$ cat src/rtl/alu_cmd_sequencer.sv
// alu_cmd_sequencer: register-addressed command sequencer driving a 32-bit combinational ALU
//
// Ports:
//   clk, rst_n                  clock, asynchronous active-low reset
//   cmd_valid/cmd_ready         command handshake; cmd_op/cmd_rd/cmd_rs1/cmd_rs2 carry the command
//   wr_en/wr_addr/wr_data       register preload, honoured in every state, address 0 ignored
//   alu_a/alu_b/alu_op          registered operands/opcode, change only on the accept edge
//   alu_out                     combinational ALU result, captured after ALU_LAT cycles
//   rsp_valid/rsp_ready         response handshake; rsp_data/rsp_rd/rsp_zero carry the result
//   busy                        sequencer not idle
//
// Timing: EXEC lasts ALU_LAT cycles, so rsp_valid is high after the ALU_LAT-th edge that
// follows the accept edge (ALU_LAT+1 edges counting the accept edge itself).
module alu_cmd_sequencer #(
  parameter int AW      = 3,
  parameter int ALU_LAT = 1
) (
  input  logic          clk,
  input  logic          rst_n,
  input  logic          cmd_valid,
  output logic          cmd_ready,
  input  logic [5:0]    cmd_op,
  input  logic [AW-1:0] cmd_rd,
  input  logic [AW-1:0] cmd_rs1,
  input  logic [AW-1:0] cmd_rs2,
  input  logic          wr_en,
  input  logic [AW-1:0] wr_addr,
  input  logic [31:0]   wr_data,
  output logic [31:0]   alu_a,
  output logic [31:0]   alu_b,
  output logic [5:0]    alu_op,
  input  logic [31:0]   alu_out,
  output logic          rsp_valid,
  input  logic          rsp_ready,
  output logic [31:0]   rsp_data,
  output logic [AW-1:0] rsp_rd,
  output logic          rsp_zero,
  output logic          busy
);
  typedef enum logic [1:0] {IDLE, EXEC, RESP} state_t;
  localparam logic [3:0] LAT_M1 = 4'(ALU_LAT - 1);
  state_t        state, state_nx;
  logic [31:0]   rf [2**AW];
  logic [3:0]    cnt;
  logic [AW-1:0] rd_q;
  logic          accept, capture;
  logic [31:0]   opa, opb;
  assign accept  = cmd_valid & cmd_ready;
  assign capture = (state == EXEC) && (cnt == '0);
  // A preload landing on the accept edge is forwarded into the operand; R0 is never written so stays 0.
  assign opa = (wr_en && wr_addr == cmd_rs1 && cmd_rs1 != '0) ? wr_data : rf[cmd_rs1];
  assign opb = (wr_en && wr_addr == cmd_rs2 && cmd_rs2 != '0) ? wr_data : rf[cmd_rs2];
  always_ff @(posedge clk or negedge rst_n)
    if (!rst_n) state <= IDLE;
    else state <= state_nx;
  always_comb begin
    state_nx  = state;
    cmd_ready = (state == IDLE) && rst_n;
    rsp_valid = (state == RESP);
    busy      = (state != IDLE);
    if (state == IDLE && accept) state_nx = EXEC;
    else if (capture) state_nx = RESP;
    else if (state == RESP && rsp_ready) state_nx = IDLE;
  end
  always_ff @(posedge clk or negedge rst_n)
    if (!rst_n) begin
      alu_a    <= '0;
      alu_b    <= '0;
      alu_op   <= '0;
      rd_q     <= '0;
      cnt      <= '0;
      rsp_data <= '0;
      rsp_rd   <= '0;
      rsp_zero <= 1'b0;
    end else begin
      if (accept) begin
        alu_a  <= opa;
        alu_b  <= opb;
        alu_op <= cmd_op;
        rd_q   <= cmd_rd;
        cnt    <= LAT_M1;
      end else if (state == EXEC && cnt != '0) cnt <= cnt - 4'd1;
      if (capture) begin
        rsp_data <= alu_out;
        rsp_rd   <= rd_q;
        rsp_zero <= (alu_out == '0);
      end
    end
  // Writeback has priority over a preload to the same register on the same edge.
  always_ff @(posedge clk or negedge rst_n)
    if (!rst_n) for (int i = 0; i < 2**AW; i++) rf[i] <= '0;
    else for (int i = 1; i < 2**AW; i++)
      if (capture && rd_q == AW'(i)) rf[i] <= alu_out;
      else if (wr_en && wr_addr == AW'(i)) rf[i] <= wr_data;
endmodule
$ cat config.mk
export PLATFORM = sky130hd
export DESIGN_NAME = alu_cmd_sequencer
export DESIGN_NICKNAME = d
export VERILOG_FILES = /design/src/rtl/alu_cmd_sequencer.sv
export SDC_FILE = /design/constraint.sdc
export NUM_CORES = 1
export LEC_CHECK = 0
export BUFFER_PORTS_ARGS = -buffer_cell sky130_fd_sc_hd__buf_2
export CAP_MARGIN = 15
export CORE_MARGIN = 2
export CORE_UTILIZATION = 50
export CTS_BUF_LIST = sky130_fd_sc_hd__clkbuf_16
export DETAILED_ROUTE_END_ITERATION = 7
export PLACE_DENSITY = 0.77
export SLEW_MARGIN = 20
export SYNTH_ARGS = -nofsm -noshare
export SYNTH_HDL_FRONTEND = slang
export SYNTH_SLANG_ARGS = --single-unit
$ cat constraint.sdc
create_clock -name clk -period 2.8 [get_ports clk]
set_clock_uncertainty 0.15 [all_clocks]
set_input_delay 0.28 -clock clk [delete_from_list [all_inputs] [get_ports clk]]
set_output_delay 0.28 -clock clk [all_outputs]
set_load 0.02 [all_outputs]
# Word level (Yosys, flattened, before mapping)
# Index checks and enable logic that the tools add are counted.
dict set report totals {
  mem_count 0
  register_bits 339
  latch_bits 0
  mem_bits_ro 0
  output_inout_bits 109
  mem_bits_rw 0
  elab_cells 106
  inputBits 87
}
dict set report classes {
  add_sub_neg 1
  muxes 27
  n_shift 0
  n_mul 0
  reduce_logical 39
  bitwise 3
  eq_ne 18
  n_div 0
  order_cmp 2
}
# cell count
set op_table {}
lappend op_table {{2-to-1 mux 32 bit} 20}
lappend op_table {{binary-select mux 32 bit (select 3 bit)} 2}
lappend op_table {{logical NOT 32 bit} 1}
lappend op_table {{== test 3 bit (second input constant)} 8}
lappend op_table {{logical AND 1 bit} 23}
lappend op_table {{nonzero test 2 bit} 9}
lappend op_table {{== test 3 x 2 -> 1 bit (second input constant)} 4}
lappend op_table {{nonzero test 3 bit} 3}
lappend op_table {{>= comparator 4 bit (second input constant)} 2}
lappend op_table {{2-to-1 mux 4 bit} 2}
lappend op_table {{inverter 3 -> 4 bit} 2}
lappend op_table {{== test 3 x 1 -> 1 bit (second input constant)} 2}
lappend op_table {{== test 3 bit} 2}
lappend op_table {{2-to-1 mux 2 bit} 3}
lappend op_table {{logical NOT 4 bit} 1}
lappend op_table {{nonzero test 4 bit} 1}
lappend op_table {{subtractor 4 x 1 -> 4 bit (second input constant)} 1}
lappend op_table {{== test 2 x 1 -> 1 bit (second input constant)} 1}
lappend op_table {{== test 2 bit (second input constant)} 1}
lappend op_table {{logical NOT 2 bit} 1}
lappend op_table {{AND 1 bit} 1}

# Longest topological paths before layout
dict set report logic_depth {
  ltp_word 5
  ltp_mapped 9
}

# Worst setup path before layout
# OpenSTA, ideal clock, no wires.
dict set report synth_path {
  path_kind {register to register}
  startpoint {reg state[0]}
  endpoint {reg alu_b[23]}
  path_buffers 1
  setup_time_ns 0.066
  path_slack_ns 0.515
  synth_period_minus_slack_ns 2.285
  arrival_ns 2.069
  t_required_ns 2.584
  stages_incl_launch_ff 6
  cell_sequence {dfrtp_1 > nor3b_1 > nand2_1 > nor4_2 > buf_2 > a221o_1}
}
dict set report synth_via {
  elab_chain_len 3
}
# item line_no
set synth_rtl {}
lappend synth_rtl {{start: declaration} 42} ;# state_t state, state_nx;
lappend synth_rtl {{start signal: assignment} 55} ;# else state <= state_nx;
lappend synth_rtl {{logical NOT 2 bit} 58} ;# cmd_ready = (state == IDLE) && rst_n;
lappend synth_rtl {{logical AND 1 bit} 58}
lappend synth_rtl {{via cmd_ready} 21} ;# output logic cmd_ready,
lappend synth_rtl {{AND 1 bit} 48} ;# assign accept = cmd_valid & cmd_ready;
lappend synth_rtl {{end signal: assignment} 78} ;# alu_b <= opb;
lappend synth_rtl {{end: declaration} 30} ;# output logic [31:0] alu_b,
# The timed path passes the listed nets, and every way through them passes these cells.
# A chain may end at the register's enable or synchronous reset.

# Worst setup path in the final report
dict set report layout_path {
  startpoint {in rst_n}
  endpoint {reg alu_a[12]}
}
dict set report layout_via {
  elab_chain_len 2
}
# item line_no
set layout_rtl {}
lappend layout_rtl {{start: declaration} 19} ;# input logic rst_n,
lappend layout_rtl {{logical AND 1 bit} 58}
lappend layout_rtl {{AND 1 bit} 48}
lappend layout_rtl {{end signal: assignment} 77} ;# alu_a <= opa;
lappend layout_rtl {{end: declaration} 29} ;# output logic [31:0] alu_a,
# Every way passes these cells.

==> load_flow_metrics.sql <==
INSERT INTO impl_metrics (metric_group, metric, value, unit) VALUES
('synth', 'yosys_synthesis_warning_count', '32', ''),
('routing', 'post_drt_wl_per_cell', '23.52', 'microns'),
('synth', 'synth_mux_area_share', '22.15', '%'),
('routing', 'detail_route.first_pass.iterations', '6', ''),
('pwr', 'clock_power_share', '35.6', '%'),
('synth', 'synthSimpleGateAreaFrac', '12.07', '%'),
('synth', 'ys_dominant_reg_cell', 'sky130_fd_sc_hd__dfrtp_1', ''),
('worst_setup_path', 'critical_path.cell_chain', 'dlygate4sd3_1 > dlygate4sd3_1 > buf_8 > and4bb_4 > and3_1 > and2_1 > buf_12 > a221oi_1', ''),
('global_routing', 'grt-busiest-layer', 'met2', ''),
('pwr', 'static_leakage_power', '0.01018', 'uW'),
('timing', 'highest_clock_frequency_the_design_can_meet', '0.3659', 'GHz'),
('pwr', 'power.share.sequential', '44.6', '%'),
('min_path', 'worst_hold_path_type', 'in -> reg', ''),
('synth', 'netlist-cell-type-count', '48', ''),
('cts', 'numCtsBuffers', '38', ''),
('die', 'floorplan.die.width', '201.6', 'microns'),
('global_routing', 'grt_antenna_before_repair', '1', ''),
('finish', 'finalNetCount', '2111', ''),
('finish', 'drive_gt1_share', '32.28', '%'),
('worst_setup_path', 'critPathMaxStageDelay', '0.58', 'ns'),
('routing', 'viasPerCell', '6.207', ''),
('placed_design', 'dp_hpwl', '35.61', 'mm'),
('global_routing', 'globalRouteOverflowTotal', '0', ''),
('pwr', 'power.internal', '10010', 'uW'),
('finish', 'area.growth.synth_to_final', '17.64', '%'),
('worst_setup_path', 'most_frequent_cell_on_the_critical_path', 'sky130_fd_sc_hd__dlygate4sd3_1', ''),
('timing', 'finalCritPeriodShare', '97.61', '%'),
('worst_setup_path', 'worst_ep_required_time', '3.06', 'ns'),
('worst_setup_path', 'worst_ep_arrival_time', '2.99', 'ns'),
('global_routing', 'grtUsageMet1', '39.06', '%'),
('routing', 'wl', '60.45', 'mm'),
('die', 'die_area', '40660', 'sq um'),
('die', 'placeableCoreArea', '38650', 'sq um'),
('synth', 'async_flop_share', '100.0', '%'),
('global_routing', 'total_grt_usage', '29.61', '%'),
('routing', 'routed-via-count', '15952', ''),
('synth', 'post_synthesis_net_count', '1951', ''),
('cts', 'worst_skew_pair.late_latency', '0.57', 'ns'),
('timing', 'finalWorstPathRequiredPeriod', '2.733', 'ns'),
('cts', 'tritoncts', 'yes', ''),
('worst_setup_path', 'critPathLaunchType', 'input port', ''),
('pwr', 'powerDensity', '612.5', 'nW/um^2'),
('pwr', 'combinationalPowerShare', '19.9', '%'),
('worst_setup_path', 'cpMaxStageDelayCell', 'sky130_fd_sc_hd__dlygate4sd3_1', ''),
('placed_design', 'globalplace.congestion', '0.8296', ''),
('synth', 'post_synthesis_compound_gate_area_fraction', '16.39', '%'),
('finish', 'multi_input_area', '10050', 'sq um'),
('worst_setup_path', 'path_class', 'in -> reg', ''),
('synth', 'synth_top_family_by_area', 'multiplexers', ''),
('cts', 'clkSinkCount', '339', ''),
('routing', 'drt-initial-drc-count', '1559', ''),
('synth', 'postSynthCellCount', '1863', ''),
('global_routing', 'grt_pass1_vias', '16313', ''),
('synth', 'synthXorXnorAreaFrac', '0.3587', '%'),
('routing', 'drcViolationCount', '0', ''),
('cts', 'clkSlewWorstSetupHoldPaths', '0.06', 'ns'),
('run_status', 'run_status', 'finished clean', ''),
('global_routing', 'wire_length_of_the_first_global_routing_pass', '93.81', 'mm'),
('routing', 'ant_nets', '0', ''),
('synth', 'ys_top_cells_by_area', 'sky130_fd_sc_hd__dfrtp_1 43%, sky130_fd_sc_hd__mux2i_1 9.1%, sky130_fd_sc_hd__mux4_2 7.4%', ''),
('pwr', 'net-switching-power', '4062', 'uW'),
('timing', 'drv_slew', '0', ''),
('finish', 'fillerInstances', '3161', ''),
('worst_setup_path', 'path_buf_inv', '4', ''),
('synth', 'yosysTopAreaCellShare', '43.43', '%'),
('synth', 'synthesis.area', '19530', 'sq um'),
('finish', 'commonest_cells_after_routing_fill_and_taps_aside', '339 x sky130_fd_sc_hd__dfrtp_1, 191 x sky130_fd_sc_hd__buf_2, 180 x sky130_fd_sc_hd__nand2_1', ''),
('global_routing', 'grt_max_degree', '147', ''),
('timing', 'tightestPinTransition', '0.8496', 'ns'),
('finish', 'seqCellArea', '8483', 'sq um'),
('die', 'row_count', '72', '');
## cells in the mapped netlist (3+ instances only)
library cell,n
sky130_fd_sc_hd__dfrtp_1,339
sky130_fd_sc_hd__nand2_1,181
sky130_fd_sc_hd__mux2i_1,178
sky130_fd_sc_hd__o21ai_0,157
sky130_fd_sc_hd__nor2_1,122
sky130_fd_sc_hd__clkbuf_1,116
sky130_fd_sc_hd__mux2_2,98
sky130_fd_sc_hd__a21oi_2,96
sky130_fd_sc_hd__nor2_2,84
sky130_fd_sc_hd__a21oi_1,80
sky130_fd_sc_hd__mux4_2,64
sky130_fd_sc_hd__a221o_1,63
sky130_fd_sc_hd__nor2b_1,55
sky130_fd_sc_hd__buf_2,47
sky130_fd_sc_hd__a22oi_1,44
sky130_fd_sc_hd__buf_1,24
sky130_fd_sc_hd__buf_6,22
sky130_fd_sc_hd__a221oi_1,19
sky130_fd_sc_hd__inv_1,16
sky130_fd_sc_hd__nor4_1,8
sky130_fd_sc_hd__nand4_1,4
sky130_fd_sc_hd__xnor2_1,4
sky130_fd_sc_hd__xor2_1,4
sky130_fd_sc_hd__nand2b_1,3
sky130_fd_sc_hd__nand4b_1,3
sky130_fd_sc_hd__nor3_1,3
sky130_fd_sc_hd__nor4_4,3
sky130_fd_sc_hd__or4_4,3
## stage by stage
step | power [uW] | worst slack, ns | cells | TNS [ns] | hold slack, ns
3_5_place_dp | 8978 | 0.3750 | 2419 | 0 | -0.002293
2_1_floorplan | 8136 | 0.5151 | 1863 | 0 | -0.1656
3_3_place_gp | 8822 | 0.4352 | 2419 | 0 | -0.003529
6_report | 14070 | 0.06688 | 2570 | 0 | 0.1919
5_1_grt | 14660 | -0.04054 | 2569 | -0.05585 | 0.2311
4_1_cts | 14100 | 0.02188 | 2567 | 0 | 0.1853
## routing by layer
metal  part of all wire, %  wire [microns]
met1                    41           24620
met2                    46           28000
met3                   8.4            5093
met4                   4.5            2738
met5                     0               0
## logic make-up after synthesis
| logic type | after synthesis |
|---|---|
| flip-flops | 339 |
| adder cells (fa/ha/maj) | 1 |
| AO/OA/AOI/OAI | 465 |
| AND/OR/NAND/NOR | 483 |
| buffers and inverters | 227 |
| multiplexers | 340 |
| XOR/XNOR | 8 |
## tightest hold or removal path, stage by stage
cell                      delay (ns)
sky130_fd_sc_hd__buf_2          0.10
sky130_fd_sc_hd__nand2_1        0.16
sky130_fd_sc_hd__buf_4          0.25
sky130_fd_sc_hd__nand2_1        0.07
## sequential cells by signal (all words and copies together) (netlist names)
signal    count
rd_q          3
rsp_data     32
rf          224
alu_b        32
alu_a        32
alu_op        6
state         2
cnt           4
rsp_zero      1
rsp_rd        3
## what timing repair did
action,CTS,global route
hold buffers,80,0
setup endpoints to repair,0,2
hold endpoints to repair,587,0
resized for setup,0,0
setup buffers,0,1
## power groups by stage
stage               combinational [uW]  clock [uW]  sequential (uW)
floorplan                         1980           0             6150
CTS                               2780        5090             6230
detailed placement                2670           0             6310
global route                      3040        5270             6350
global placement                  2560           0             6260
finish                            2790        5010             6270
## path summary, 6_finish.rpt
kind                                            end  slack (ns)  depth (start not counted)                  start
min                            state[0]$_DFFE_PN0P_        0.19                          4              cmd_valid
max in group asynchronous  rsp_data[18]$_DFFE_PN0P_        0.34                          5                  rst_n
max                           alu_a[12]$_DFFE_PN0N_        0.07                          8                  rst_n
min reg2reg                   alu_op[4]$_DFFE_PN0N_        0.32                          2  alu_op[4]$_DFFE_PN0N_
max reg2reg                     rf[111]$_DFFE_PN0P_        0.07                          8     cnt[0]$_DFFE_PN0P_
min in group asynchronous       rd_q[2]$_DFFE_PN0N_        0.51                          3                  rst_n
## layout make-up
| cell class | instances | area share [%] |
|---|---|---|
| well taps | 518 | 2.821 |
| inverters | 17 | 0.2777 |
| multi-input cells | 1297 | 43.75 |
| clock inverters | 29 | 1.095 |
| clock buffers | 39 | 4.248 |
| repair buffers | 330 | 10.88 |
| diodes | 1 | 0.01089 |
| flip-flops and latches | 339 | 36.92 |
(Power assumes the default switching activity.)
